### src/rtl/pipe_ex_pkg.sv
// pipe_ex_pkg
// Shared definitions for the pipe_ex controller slice: default datapath
// width, latency and result FIFO depth, the result-word type, and the
// helper that sizes FIFO pointers and occupancy counters from a depth.
// No ports (package).
package pipe_ex_pkg;

    localparam int PIPE_EX_N     = 10;
    localparam int PIPE_EX_LAT   = 4;
    localparam int PIPE_EX_DEPTH = 8;

    // Pointer width for the default depth; counters need one extra bit so
    // that a completely full FIFO (count == DEPTH) is representable.
    localparam int PIPE_EX_PTR_W = $clog2(PIPE_EX_DEPTH);
    localparam int PIPE_EX_CNT_W = PIPE_EX_PTR_W + 1;

    typedef logic [PIPE_EX_N-1:0] res_word_t;

    function automatic int ptr_width(input int depth);
        return $clog2(depth);
    endfunction

endpackage

### src/rtl/pipe_ex_res_fifo.sv
// pipe_ex_res_fifo
// Synchronous DEPTH x N result FIFO with push/pop and an occupancy count.
// Full/empty come from the count, so pointers simply wrap at DEPTH.
// Ports:
//   clk, rst          clock and synchronous active-high reset
//   push, push_data   write one word at the tail
//   pop               drop the head word
//   head_data         current head word (valid while !empty)
//   count             number of stored words, 0..DEPTH
//   empty             count == 0
module pipe_ex_res_fifo
    import pipe_ex_pkg::*;
#(
    parameter  int N     = PIPE_EX_N,
    parameter  int DEPTH = PIPE_EX_DEPTH,
    localparam int PTR_W = ptr_width(DEPTH),
    localparam int CNT_W = PTR_W + 1
) (
    input  logic             clk,
    input  logic             rst,
    input  logic             push,
    input  logic [N-1:0]     push_data,
    input  logic             pop,
    output logic [N-1:0]     head_data,
    output logic [CNT_W-1:0] count,
    output logic             empty
);

    logic [N-1:0]     mem_q [DEPTH];
    logic [N-1:0]     mem_d [DEPTH];
    logic [PTR_W-1:0] wr_ptr_q, wr_ptr_d;
    logic [PTR_W-1:0] rd_ptr_q, rd_ptr_d;
    logic [CNT_W-1:0] count_q, count_d;
    logic             full;

    assign head_data = mem_q[rd_ptr_q];
    assign count     = count_q;
    assign empty     = (count_q == '0);
    assign full      = (count_q == CNT_W'(DEPTH));

    // Next-state: push and pop are independent and may coincide; the count
    // moves by the net delta.
    always_comb begin
        mem_d    = mem_q;
        wr_ptr_d = wr_ptr_q;
        rd_ptr_d = rd_ptr_q;
        if (push) begin
            mem_d[wr_ptr_q] = push_data;
            wr_ptr_d        = wr_ptr_q + PTR_W'(1);
        end
        if (pop) begin
            rd_ptr_d = rd_ptr_q + PTR_W'(1);
        end
        count_d = count_q + CNT_W'(push) - CNT_W'(pop);
    end

    always_ff @(posedge clk) begin
        if (rst) begin
            for (int i = 0; i < DEPTH; i++) begin
                mem_q[i] <= '0;
            end
            wr_ptr_q <= '0;
            rd_ptr_q <= '0;
            count_q  <= '0;
        end else begin
            mem_q    <= mem_d;
            wr_ptr_q <= wr_ptr_d;
            rd_ptr_q <= rd_ptr_d;
            count_q  <= count_d;
        end
    end

    // The credit scheme upstream must make these impossible.
    a_no_push_when_full: assert property (@(posedge clk) disable iff (rst) !(push && full));
    a_no_pop_when_empty: assert property (@(posedge clk) disable iff (rst) !(pop && empty));

endmodule

### src/rtl/pipe_ex_ctrl.sv
// pipe_ex_ctrl
// Flow-controlled front/back end for the fixed-latency, non-stallable
// arithmetic datapath f = ((a+b)+(c-d))*d mod 2^N.  Operand sets are taken
// on a valid/ready port and registered onto dp_*; a valid shift register
// follows each issue through the datapath latency and pushes dp_f into a
// result FIFO drained by a valid/ready output port.  An issue is only
// allowed while (buffered + in-flight) < DEPTH, so every result that comes
// out of the datapath is guaranteed a FIFO slot.
// Optional macro PIPE_EX_CHECK_EN adds a shadow model of the datapath and a
// sticky err output that flags any dp_f that disagrees with it.
// Ports:
//   clk, rst                 clock, synchronous active-high reset
//   in_valid/in_ready        operand handshake, in_a..in_d operands
//   dp_a..dp_d               registered operands to the datapath
//   dp_f                     datapath result
//   out_valid/out_ready      result handshake, out_f = FIFO head
//   err                      sticky checker flag (PIPE_EX_CHECK_EN only)
module pipe_ex_ctrl
    import pipe_ex_pkg::*;
#(
    parameter int N     = PIPE_EX_N,
    parameter int LAT   = PIPE_EX_LAT,
    parameter int DEPTH = PIPE_EX_DEPTH
) (
    input  logic         clk,
    input  logic         rst,
    input  logic         in_valid,
    output logic         in_ready,
    input  logic [N-1:0] in_a,
    input  logic [N-1:0] in_b,
    input  logic [N-1:0] in_c,
    input  logic [N-1:0] in_d,
    output logic [N-1:0] dp_a,
    output logic [N-1:0] dp_b,
    output logic [N-1:0] dp_c,
    output logic [N-1:0] dp_d,
    input  logic [N-1:0] dp_f,
    output logic         out_valid,
    input  logic         out_ready,
    output logic [N-1:0] out_f
`ifdef PIPE_EX_CHECK_EN
    ,
    output logic         err
`endif
);

    localparam int CNT_W = ptr_width(DEPTH) + 1;

    logic             issue;
    logic             fifo_push;
    logic             fifo_pop;
    logic             fifo_empty;
    logic [CNT_W-1:0] fifo_count;
    logic [CNT_W:0]   occupancy;

    logic [LAT:0]     track_q, track_d;
    logic [CNT_W-1:0] inflight_q, inflight_d;
    logic [N-1:0]     dp_a_q, dp_a_d;
    logic [N-1:0]     dp_b_q, dp_b_d;
    logic [N-1:0]     dp_c_q, dp_c_d;
    logic [N-1:0]     dp_d_q, dp_d_d;

    // Credit check uses only registered counters, so a pop frees its slot
    // one cycle later and out_ready never reaches in_ready combinationally.
    assign occupancy = {1'b0, fifo_count} + {1'b0, inflight_q};
    assign in_ready  = !rst && (occupancy < (CNT_W+1)'(DEPTH));
    assign issue     = in_valid && in_ready;

    // Bit LAT is set during the cycle in which dp_f holds this issue's
    // result, so the FIFO samples it on the following edge.
    assign fifo_push = track_q[LAT];
    assign fifo_pop  = out_valid && out_ready;
    assign out_valid = !fifo_empty;

    assign dp_a = dp_a_q;
    assign dp_b = dp_b_q;
    assign dp_c = dp_c_q;
    assign dp_d = dp_d_q;

    // Issue tracking and operand registers.
    always_comb begin
        track_d    = {track_q[LAT-1:0], issue};
        inflight_d = inflight_q + CNT_W'(issue) - CNT_W'(fifo_push);
        dp_a_d     = dp_a_q;
        dp_b_d     = dp_b_q;
        dp_c_d     = dp_c_q;
        dp_d_d     = dp_d_q;
        if (issue) begin
            dp_a_d = in_a;
            dp_b_d = in_b;
            dp_c_d = in_c;
            dp_d_d = in_d;
        end
    end

    always_ff @(posedge clk) begin
        if (rst) begin
            track_q    <= '0;
            inflight_q <= '0;
            dp_a_q     <= '0;
            dp_b_q     <= '0;
            dp_c_q     <= '0;
            dp_d_q     <= '0;
        end else begin
            track_q    <= track_d;
            inflight_q <= inflight_d;
            dp_a_q     <= dp_a_d;
            dp_b_q     <= dp_b_d;
            dp_c_q     <= dp_c_d;
            dp_d_q     <= dp_d_d;
        end
    end

    pipe_ex_res_fifo #(
        .N     (N),
        .DEPTH (DEPTH)
    ) u_res_fifo (
        .clk       (clk),
        .rst       (rst),
        .push      (fifo_push),
        .push_data (dp_f),
        .pop       (fifo_pop),
        .head_data (out_f),
        .count     (fifo_count),
        .empty     (fifo_empty)
    );

`ifdef PIPE_EX_CHECK_EN
    logic [N-1:0] shadow_f;
    logic [N-1:0] exp_q [LAT+1];
    logic [N-1:0] exp_d [LAT+1];
    logic         err_q, err_d;

    // The expected result is computed from the operands at issue time and
    // delayed alongside the tracking bit; slot LAT lines up with fifo_push.
    always_comb begin
        shadow_f = (in_a + in_b + (in_c - in_d)) * in_d;
        exp_d[0] = shadow_f;
        for (int i = 1; i <= LAT; i++) begin
            exp_d[i] = exp_q[i-1];
        end
        err_d = err_q | (fifo_push && (dp_f != exp_q[LAT]));
    end

    always_ff @(posedge clk) begin
        if (rst) begin
            for (int i = 0; i <= LAT; i++) begin
                exp_q[i] <= '0;
            end
            err_q <= 1'b0;
        end else begin
            exp_q <= exp_d;
            err_q <= err_d;
        end
    end

    assign err = err_q;
`endif

endmodule

### config.mk
export PLATFORM = sky130hd
export DESIGN_NAME = pipe_ex_ctrl
export DESIGN_NICKNAME = d
export VERILOG_FILES = /design/src/rtl/pipe_ex_pkg.sv /design/src/rtl/pipe_ex_res_fifo.sv /design/src/rtl/pipe_ex_ctrl.sv
export SDC_FILE = /design/constraint.sdc
export NUM_CORES = 1
export LEC_CHECK = 0
export BUFFER_PORTS_ARGS = -buffer_cell sky130_fd_sc_hd__buf_2
export CAP_MARGIN = 20
export CORE_ASPECT_RATIO = 0.5
export CORE_MARGIN = 3
export CORE_UTILIZATION = 55
export DETAILED_ROUTE_END_ITERATION = 6
export PLACE_DENSITY_LB_ADDON = 0.2
export SLEW_MARGIN = 20
export SYNTH_ARGS = -nofsm -noshare
export SYNTH_HDL_FRONTEND = slang
export SYNTH_SLANG_ARGS = --single-unit
### constraint.sdc
create_clock -name clk -period 4.15 [get_ports clk]
set_input_delay 0 -clock clk [delete_from_list [all_inputs] [get_ports clk]]
set_output_delay 0 -clock clk [all_outputs]
set_load 0.005 [all_outputs]
==> flow_summary.toml, run 1 <==
[setup_path]
cp.required_ns = 4.42
crit_slowest_cell = "nor3b_1"
worstRegToRegCells = 11
crit_family = "adder cells"
endpoint_kind = "register"
worstSetupStartpoint = "u_res_fifo.count[2]"
arrival_ns = 2.65
slowest_delay_ns = 0.41
worstPathMaxFanout = 5
reg2reg_from = "u_res_fifo.count[2]"
worstSetupPathType = "reg -> reg"
r2r_slack_ns = 1.77
critPathLaunchType = "register"
reg2reg_to = "u_res_fifo.count[2]"
crit_buf_inv = 3
path_cells = "inv_1 > ha_1 > nor3b_1 > nor2_1 > ha_1 > inv_1 > ha_1 > inv_1 > fa_1 > xor2_1 > nor2_1"

[floorplanning]
die-area_mm2 = 0.0125
coreArea_mm2 = 0.0105
io_pins = 106
die_width_um = 155
floorplan.initialDensity = 0.583
die_h_um = 80.6
row_count = 26

[sta]
setup-violations-final = 0
relSlewSlack = 0.343
rsz0062_at_grt = "no"
hold_viol_final = 0
fin_skew_ns = 0.0136
finalMaxSlewViolations = 0
period_minus_slack_ns = 2.38
worst_pin_slew_ns = 0.986
whs_ns = 0.0492
finalCritPeriodShare = 0.574
tns_ns = 0
clock.fmax_mhz = 420

[drt]
drt_iter0_markers = 358
viasPerCell = 5.43
route.vias.total = 5118
first_pass_iters = 6
wl_um = 15700
drc = 0
wire_per_inst_um = 16.6
final_antenna_net_count = 0

[clock_network]
worstSkewPairLatency_ns = 0.42
ctsHtreeMaxLevel = 4
numCtsBuffers = 17
cts_tree = "done"
cts.sinks = 139
cts-resized-gates = 0
clk_pin_slew_ns = 0.06
clockBufferDepth = 2
root_buffer = "clkbuf_16"

[pwr]
p_per_area_mw_per_mm2 = 497
p_leak_uw = 0.00314
worst_ir_drop_vdd_v = 0.000293

[yosys]
yosys_warnings = 0
synth_cell_types = 40
synth_common_cells = "191 x nand2_1, 139 x dfxtp_1, 84 x a21oi_1, 44 x nor2b_1, 29 x mux2_2"
synth-seq-area-share = 0.454
synthFlopType = "dfxtp_1"
synth_most_common_cell = "nand2_1"
syn_area_per_cell_um2 = 9.28
synth_top_area_cell = "dfxtp_1"
synthArstFlopShare = 0
syn_inst = 660
synth_edf_count = 0
ys_top_cells_by_area = "dfxtp_1 45%, nand2_1 12%, mux4_2 7.4%"
netlist_area_mm2 = 0.00613
synth_fp_nets = 730
ys_ff_latch = 139
synth.top_cell.area_share = 0.454

[place]
io_buffers = 105
gp_congestion = 0.811
dpl_cell_area_mm2 = 0.00660
dp_hpwl_um = 9120

[grt]
track_usage = 0.259
grt_pass1_wl_um = 25200
overflow = 0
grt_max_degree = 97
grt_antenna_before_repair = 1
grt_pass1_vias = 5076

[worst_hold_path]
min_from = "rst"
holdCritPathClass = "in -> reg"
hold_depth = 2
min_to = "track_q[2]"

[finish]
register_area_mm2 = 0.00278
fin_nets = 859
multiInputGateArea_mm2 = 0.00299
n_fill_cell = 724
stdcell_area_mm2 = 0.00770
drive_gt1_frac = 0.256
area_growth_pct = 25.6

[job]
max-cap-violations = 0

[run_status]
outcome = "completed"
## layout by cell type, fill, tap and decap left out, types with 3 or more instances in the layout
master	n
a21oi_1	84
and4b_1	3
buf_2	104
buf_4	7
clkbuf_16	17
clkinvlp_4	5
dfxtp_1	138
dlygate4sd3_1	51
ha_1	14
inv_1	19
mux2_2	29
mux2_4	9
mux2i_1	4
mux4_2	20
nand2_1	191
nand2b_1	7
nand4b_1	3
nand4bb_1	3
nor2_1	10
nor2b_1	44
nor4bb_1	3
o21ai_0	3
xor2_1	4
## final cells by class
type	count	area share
Antenna cell	1	0.000325
Tap cell	140	0.0228
Inverter	19	0.00927
Multi-Input combinational cell	450	0.389
Timing Repair Buffer	162	0.141
Sequential cell	139	0.362
Clock buffer	19	0.0576
Clock inverter	13	0.0185
## report_power, final
group	internal [uW]	total (uW)	switching, uW	leakage [uW]
Combinational	418	768	350	0.00174
Sequential	1460	1560	92.5	0.00113
Clock	903	1500	599	0.000272
Total	2790	3830	1040	0.00314
## state kept, by name (all words and copies together), names as in the netlist
| signal | flops |
|---|---|
| u_res_fifo.mem_q | 80 |
| dp_a | 10 |
| dp_b | 10 |
| dp_c | 10 |
| dp_d | 10 |
| track_q | 5 |
| inflight_q | 4 |
| u_res_fifo.count | 4 |
| u_res_fifo.rd_ptr_q | 3 |
| u_res_fifo.wr_ptr_q | 3 |
## metrics by stage
| stage | setup slack, ns | power, uW | instances | utilization |
|---|---|---|---|---|
| after floorplan | 1.92 | 2090 | 660 | - |
| after global placement | 1.88 | 2280 | 859 | 0.628 |
| after detailed placement | 1.80 | 2300 | 859 | 0.628 |
| after CTS | 1.77 | 3840 | 942 | 0.732 |
| after global routing | 1.56 | 4010 | 943 | 0.732 |
| final | 1.77 | 3830 | 943 | 0.732 |
## routing by layer
metal / track usage / routed length (um) / vias to the layer above
met5: 0 / 0 / -
met4: 0.119 / 324 / 0
met3: 0.0845 / 1380 / 29
met2: 0.426 / 7520 / 204
met1: 0.312 / 6470 / 2436
li1: - / - / 2449
## worst reg2reg max path, cell delays in order, from the launching register on
cell and delay, ns:
dfxtp_1 0.32, inv_1 0.08, ha_1 0.13, nor3b_1 0.41
nor2_1 0.12, ha_1 0.31, inv_1 0.06, ha_1 0.16
inv_1 0.06, fa_1 0.37, xor2_1 0.16, nor2_1 0.05
## kinds of logic (layout without fill, tap and decap cells)
kind of cell | Yosys count | in the layout | synth area share
buffers and inverters | 71 | 213 | 0.0570
xor gates and xnor gates | 5 | 5 | 0.00715
AOI/OAI and AO/OA | 95 | 95 | 0.0817
other | 0 | 1 | 0
adders and majority gates | 16 | 16 | 0.0351
and+or+nand+nor | 272 | 272 | 0.209
muxes | 62 | 62 | 0.155
DFF | 139 | 139 | 0.454
## worst max path at each step
stage	to	depth (start not counted)	slack [ns]
floorplan	inflight_q[2]	10	1.92
global placement	u_res_fifo.count[3]	10	1.88
CTS	u_res_fifo.count[3]	10	1.77
global route	u_res_fifo.count[2]	11	1.56
finish	u_res_fifo.count[2]	11	1.77
detailed placement	u_res_fifo.count[3]	10	1.80
## what timing repair did
| item | in CTS | in global routing |
|---|---|---|
| endpoints found under the hold margin | 121 | 0 |
| buffers inserted | 0 | 0 |
| hold buffers | 51 | 0 |
Note: power is estimated with default switching activity, not from simulation.
==> run 2, diff against run 1 <==
--- a/config.mk
+++ b/config.mk
@@ -5,6 +5,7 @@
 export SDC_FILE = /design/constraint.sdc
 export NUM_CORES = 1
 export LEC_CHECK = 0
+export ABC_AREA = 1
 export BUFFER_PORTS_ARGS = -buffer_cell sky130_fd_sc_hd__buf_2
 export CAP_MARGIN = 20
 export CORE_ASPECT_RATIO = 0.5
==> constraint.sdc (replaced) <==
create_clock -name clk -period 2.2 [get_ports clk]
set_input_delay 0 -clock clk [delete_from_list [all_inputs] [get_ports clk]]
set_output_delay 0 -clock clk [all_outputs]
set_load 0.005 [all_outputs]
==> run 2 against run 1 <==
Worst setup slack worse by 1.6 ns; sequential share of layout area fell by 2.3 points; worst hold slack better by 0.078 ns; utilization is essentially flat; non-clock buffer count up 16; largest cell class unchanged; highest routed layer unchanged.
==> flow_summary.toml, run 2 <==
[run_status]
outcome = "completed"

[setup_path]
crit_slowest_cell = "dfxtp_1"
worstSetupPathType = "reg -> out"
path_common_cell = "nand2_1"
r2r_slack_ns = 0.19
path_depth = 8
arrival_ns = 2.04
crit_family = "buffers and inverters"
critPathLaunchType = "register"
cp.required_ns = 2.20
worstRegToRegCells = 12
crit_buf_inv = 3
endpoint_kind = "primary output"
path_cells = "ha_1 > nand3_1 > nand2_1 > nand2_1 > buf_4 > nand2_1 > inv_1 > buf_2"
worstPathMaxFanout = 41
slowest_delay_ns = 0.43

[yosys]
ys_top_cells_by_area = "dfxtp_1 43%, nor2_1 15%, o21ai_0 9.7%"
synth_most_common_cell = "nor2_1"
synth.top_cell.area_share = 0.431
syn_area_per_cell_um2 = 6.61
synth-seq-area-share = 0.431
synth_cell_types = 19
synth_edf_count = 0
synth_top_area_cell = "dfxtp_1"
ys_ff_latch = 139
syn_inst = 977
synthFlopType = "dfxtp_1"
synth_common_cells = "263 x nor2_1, 157 x inv_1, 139 x dfxtp_1, 125 x o21ai_0, 124 x nand2_1"
synthArstFlopShare = 0
synth_fp_nets = 1047
yosys_warnings = 0
netlist_area_mm2 = 0.00645

[worst_hold_path]
holdCritPathClass = "in -> reg"
hold_depth = 6

[finish]
register_area_mm2 = 0.00278
final_cell_mix = "263 x nor2_1, 157 x inv_1, 139 x dfxtp_1, 125 x o21ai_0, 124 x nand2_1"
drive_gt1_frac = 0.142
largest_reg_flops = 80
regMostFlops = "u_res_fifo.mem_q"
area_growth_pct = 27.2
final_common_cell = "nor2_1"
final_cells = 1284
antenna_cells = 0
fin_nets = 1182
n_fill_cell = 891
stdcell_area_mm2 = 0.00821
multiInputGateArea_mm2 = 0.00280

[clock_network]
cts_tree = "done"
cts-hold-fix-buffers = 52
root_buffer = "clkbuf_16"
clockBufferDepth = 2
cts.sinks = 139
worstSkewPairLatency_ns = 0.41
ctsHtreeMaxLevel = 4
cts-resized-gates = 0
numCtsBuffers = 17
cts_setup_buffers = 0
clk_pin_slew_ns = 0.05

[sta]
finalCritPeriodShare = 0.926
rsz0062_at_grt = "no"
fin_skew_ns = 0.0120
setup-violations-final = 0
tns_ns = 0
whs_ns = 0.127
hold_viol_final = 0
finalMaxSlewViolations = 0
clock.fmax_mhz = 491
relSlewSlack = 0.430
worst_pin_slew_ns = 0.855
period_minus_slack_ns = 2.04

[grt]
grt_pass1_vias = 5966
grt_pass1_wl_um = 30100
overflow = 0
track_usage = 0.287
grt_antenna_before_repair = 0
grt_max_degree = 127

[drt]
wl_um = 18800
wire_per_inst_um = 14.6
drt_iter0_markers = 875
final_antenna_net_count = 0
viasPerCell = 5.22
route.vias.total = 6700
first_pass_iters = 5
drc = 0

[place]
io_buffers = 105
dp_cells = 1200
dpl_cell_area_mm2 = 0.00710
dp_hpwl_um = 10600
gp_congestion = 0.843

[floorplanning]
coreArea_mm2 = 0.0112
floorplan.initialDensity = 0.576
die-area_mm2 = 0.0132
io_pins = 106
die_width_um = 159
row_count = 27
die_h_um = 82.6

[pwr]
finalPower_uw = 8080
worst_ir_drop_vdd_v = 0.000593
p_per_area_mw_per_mm2 = 984
p_leak_uw = 0.00425

[job]
max-cap-violations = 0
## run 2: cell types whose count changed after synthesis, moves of 29 or more
cell     change
mux2_2      -29
nor2_1     +253
nor2b_1     -44
nand2_1     -67
a21oi_1     -74
o21ai_0    +122
inv_1      +138
nand4_1     +39
## run 2: path summary, 6_finish.rpt
kind,end,startpoint
setup / recovery,in_ready,inflight_q[1]
hold / removal,inflight_q[0],in_valid
setup reg to reg,u_res_fifo.count[2],u_res_fifo.count[2]
hold reg to reg,track_q[2],track_q[1]
## run 2: cell families (layout without fill, tap and decap cells)
group | after synthesis | after routing | share of synthesized area
and+or+nand+nor | 434 | 434 | 0.271
buffers and inverters | 229 | 377 | 0.135
AOI/OAI and AO/OA | 155 | 155 | 0.124
DFF | 139 | 139 | 0.431
adders and majority gates | 16 | 16 | 0.0333
xor gates and xnor gates | 4 | 4 | 0.00543
## run 2: layer usage
| layer | global-route usage | part of all wire |
|---|---|---|
| met1 | 0.381 | 0.44 |
| met3 | 0.0673 | 0.091 |
| met4 | 0.0838 | 0.015 |
| met2 | 0.476 | 0.45 |
| met5 | 0 | 0 |
## run 2: worst min-delay path, cell delays in order
cell,delay (ns)
buf_2,0.11
nand3_2,0.08
inv_1,0.06
ha_1,0.13
inv_1,0.05
nor2_1,0.08
## run 2: cell type report
class                   count  share of cell area
multi-input cells         609               0.341
flip-flops and latches    139               0.339
repair buffers            178               0.149
inverters                 167              0.0763
clock buffers              19              0.0539
well taps                 159              0.0242
clock inverters            13              0.0169
## run 2: stage by stage
stage,setup slack [ns],utilization
after floorplan,0.127,-
after global placement,0.256,0.633
after detailed placement,0.203,0.633
after CTS,0.183,0.732
after global routing,0.0166,0.732
final,0.163,0.732
## run 2: report_power, final
part / total [uW] / leakage [uW] / switching (uW) / internal (uW)
clock: 2810 / 0.000284 / 1110 / 1710
sequential: 2910 / 0.00113 / 145 / 2770
combinational: 2350 / 0.00284 / 1410 / 945
==> run 3, diff against run 2 <==
--- a/config.mk
+++ b/config.mk
@@ -13,6 +13,7 @@
 export CORE_UTILIZATION = 55
 export DETAILED_ROUTE_END_ITERATION = 6
 export PLACE_DENSITY_LB_ADDON = 0.2
+export SETUP_SLACK_MARGIN = 0.2
 export SLEW_MARGIN = 20
 export SYNTH_ARGS = -nofsm -noshare
 export SYNTH_HDL_FRONTEND = slang
==> run 3 against run 2 <==
First-iteration DRC count down 3.0%; cell count up 0.23%; combinational power up 6%; maximum frequency up 7.5%; flip-flop and latch count unchanged; design area up 1.9%; critical path type is now reg -> reg; critical endpoint is now u_res_fifo.count[2].
==> flow_summary.toml, run 3 (same netlist as run 2, synthesis figures left out) <==
[finish]
final_common_cell = "nor2_1"
antenna_cells = 0
drive_gt1_frac = 0.162
final_cell_mix = "263 x nor2_1, 152 x inv_1, 135 x dfxtp_1, 125 x o21ai_0, 122 x nand2_1"
fin_nets = 1185
final_cells = 1287
largest_reg_flops = 80
regMostFlops = "u_res_fifo.mem_q"
area_growth_pct = 29.6

[sta]
finalMaxSlewViolations = 0
relSlewSlack = 0.708
worst_pin_slew_ns = 0.435
rsz0062_at_grt = "yes"
tns_ns = 0
clock.fmax_mhz = 528
fin_skew_ns = 0.0122
finalCritPeriodShare = 0.861
hold_viol_final = 0
setup-violations-final = 0
period_minus_slack_ns = 1.89

[clock_network]
numCtsBuffers = 17
root_buffer = "clkbuf_16"
cts_tree = "done"
cts.sinks = 139
clk_pin_slew_ns = 0.06
clockBufferDepth = 2
worstSkewPairLatency_ns = 0.42
ctsHtreeMaxLevel = 4

[setup_path]
arrival_ns = 2.19
worstPathMaxFanout = 2
crit_slowest_cell = "fa_2"
endpoint_kind = "register"
cp.required_ns = 2.50
path_common_cell = "inv_2"
worstRegToRegCells = 12
worstSetupPathType = "reg -> reg"
critPathLaunchType = "register"
path_cells = "inv_2 > ha_4 > nand3_2 > nand2_2 > inv_2 > ha_4 > inv_1 > ha_2 > inv_2 > fa_2 > xor2_2 > nor2_1"
slowest_delay_ns = 0.38

[drt]
drt_iter0_markers = 849
viasPerCell = 5.23
wl_um = 18900
wire_per_inst_um = 14.7
route.vias.total = 6730
first_pass_iters = 5
drc = 0
final_antenna_net_count = 0

[pwr]
p_seq_frac = 0.350
switchingPower_uw = 2760
p_per_area_mw_per_mm2 = 1000
p_leak_uw = 0.00430
p_int_uw = 5620
worst_ir_drop_vdd_v = 0.000509
p_sw_frac = 0.330
pwr-share-clk = 0.353
p_comb_frac = 0.298

[floorplanning]
die_h_um = 82.6
coreArea_mm2 = 0.0112
die_width_um = 159
io_pins = 106
row_count = 27
die-area_mm2 = 0.0132
floorplan.initialDensity = 0.576

[worst_hold_path]
holdCritPathClass = "in -> reg"
hold_depth = 6

[place]
gp_congestion = 0.861
io_buffers = 105
dp_hpwl_um = 10500
dp_cells = 1198

[grt]
grt_pass1_vias = 5927
grt_max_degree = 127
overflow = 0
track_usage = 0.285
grt_antenna_before_repair = 1
grt_pass1_wl_um = 29800

[job]
max-cap-violations = 0

[run_status]
outcome = "completed"
-- run 3: area by class of cell --
class                   instances  area (um^2)
inverters                     167          631
clock inverters                14          170
multi-input cells             609         2850
flip-flops and latches        139         2790
fillers                       888         2850
repair buffers                181         1280
well taps                     159          199
clock buffers                  18          439
-- run 3: layer usage --
metal,global-route usage,routed length [um],part of all wire
met1,0.367,8050,0.42
met2,0.485,8790,0.46
met3,0.0717,1880,0.099
met4,0.0803,214,0.011
met5,0,18,0.00095
-- run 3: path summary, 6_finish.rpt --
kind,startpoint,endpoint,slack [ns]
setup / recovery,u_res_fifo.count[3],u_res_fifo.count[2],0.31
hold / removal,in_valid,inflight_q[0],0.11
setup reg to reg,u_res_fifo.count[3],u_res_fifo.count[2],0.31
hold reg to reg,track_q[0],track_q[1],0.41
-- run 3: per-stage QoR --
step / util / area [um^2] / power (uW) / setup slack (ns) / hold WS (ns)
final: 0.746 / 8360 / 8380 / 0.306 / 0.114
after detailed placement: 0.633 / 7090 / 5160 / 0.0849 / 0.326
after CTS: 0.736 / 8260 / 8240 / 0.201 / 0.0845
after global placement: 0.633 / 7090 / 5110 / 0.166 / 0.315
after floorplan: - / 6470 / 4440 / 0.211 / 0.0691
after global routing: 0.746 / 8360 / 8890 / 0.173 / 0.154
-- run 3: what timing repair did --
item / 4_1_cts / 5_1_grt
endpoints found under the setup margin: 2 / 11
resized for setup: 7 / 14
buffers inserted: 1 / 3
hold endpoints to repair: 134 / 0
gates cloned: 0 / 0
pin swaps: 2 / 3
hold buffers: 52 / 0
-- run 3: worst max-delay path: cells and delay by family (launching register included) --
family	cells	cell delay [ns]
xor+xnor	1	0.15
fa+ha+maj	4	0.88
buf+inv	4	0.20
flops	1	0.33
simple gates	3	0.21
-- run 3: power by group through the flow --
stage | Combinational [uW] | Clock [uW] | Sequential [uW]
global placement | 2170 | 0 | 2950
floorplan | 1470 | 0 | 2970
global route | 2830 | 3120 | 2950
finish | 2490 | 2960 | 2930
CTS | 2350 | 2980 | 2910
detailed placement | 2210 | 0 | 2960
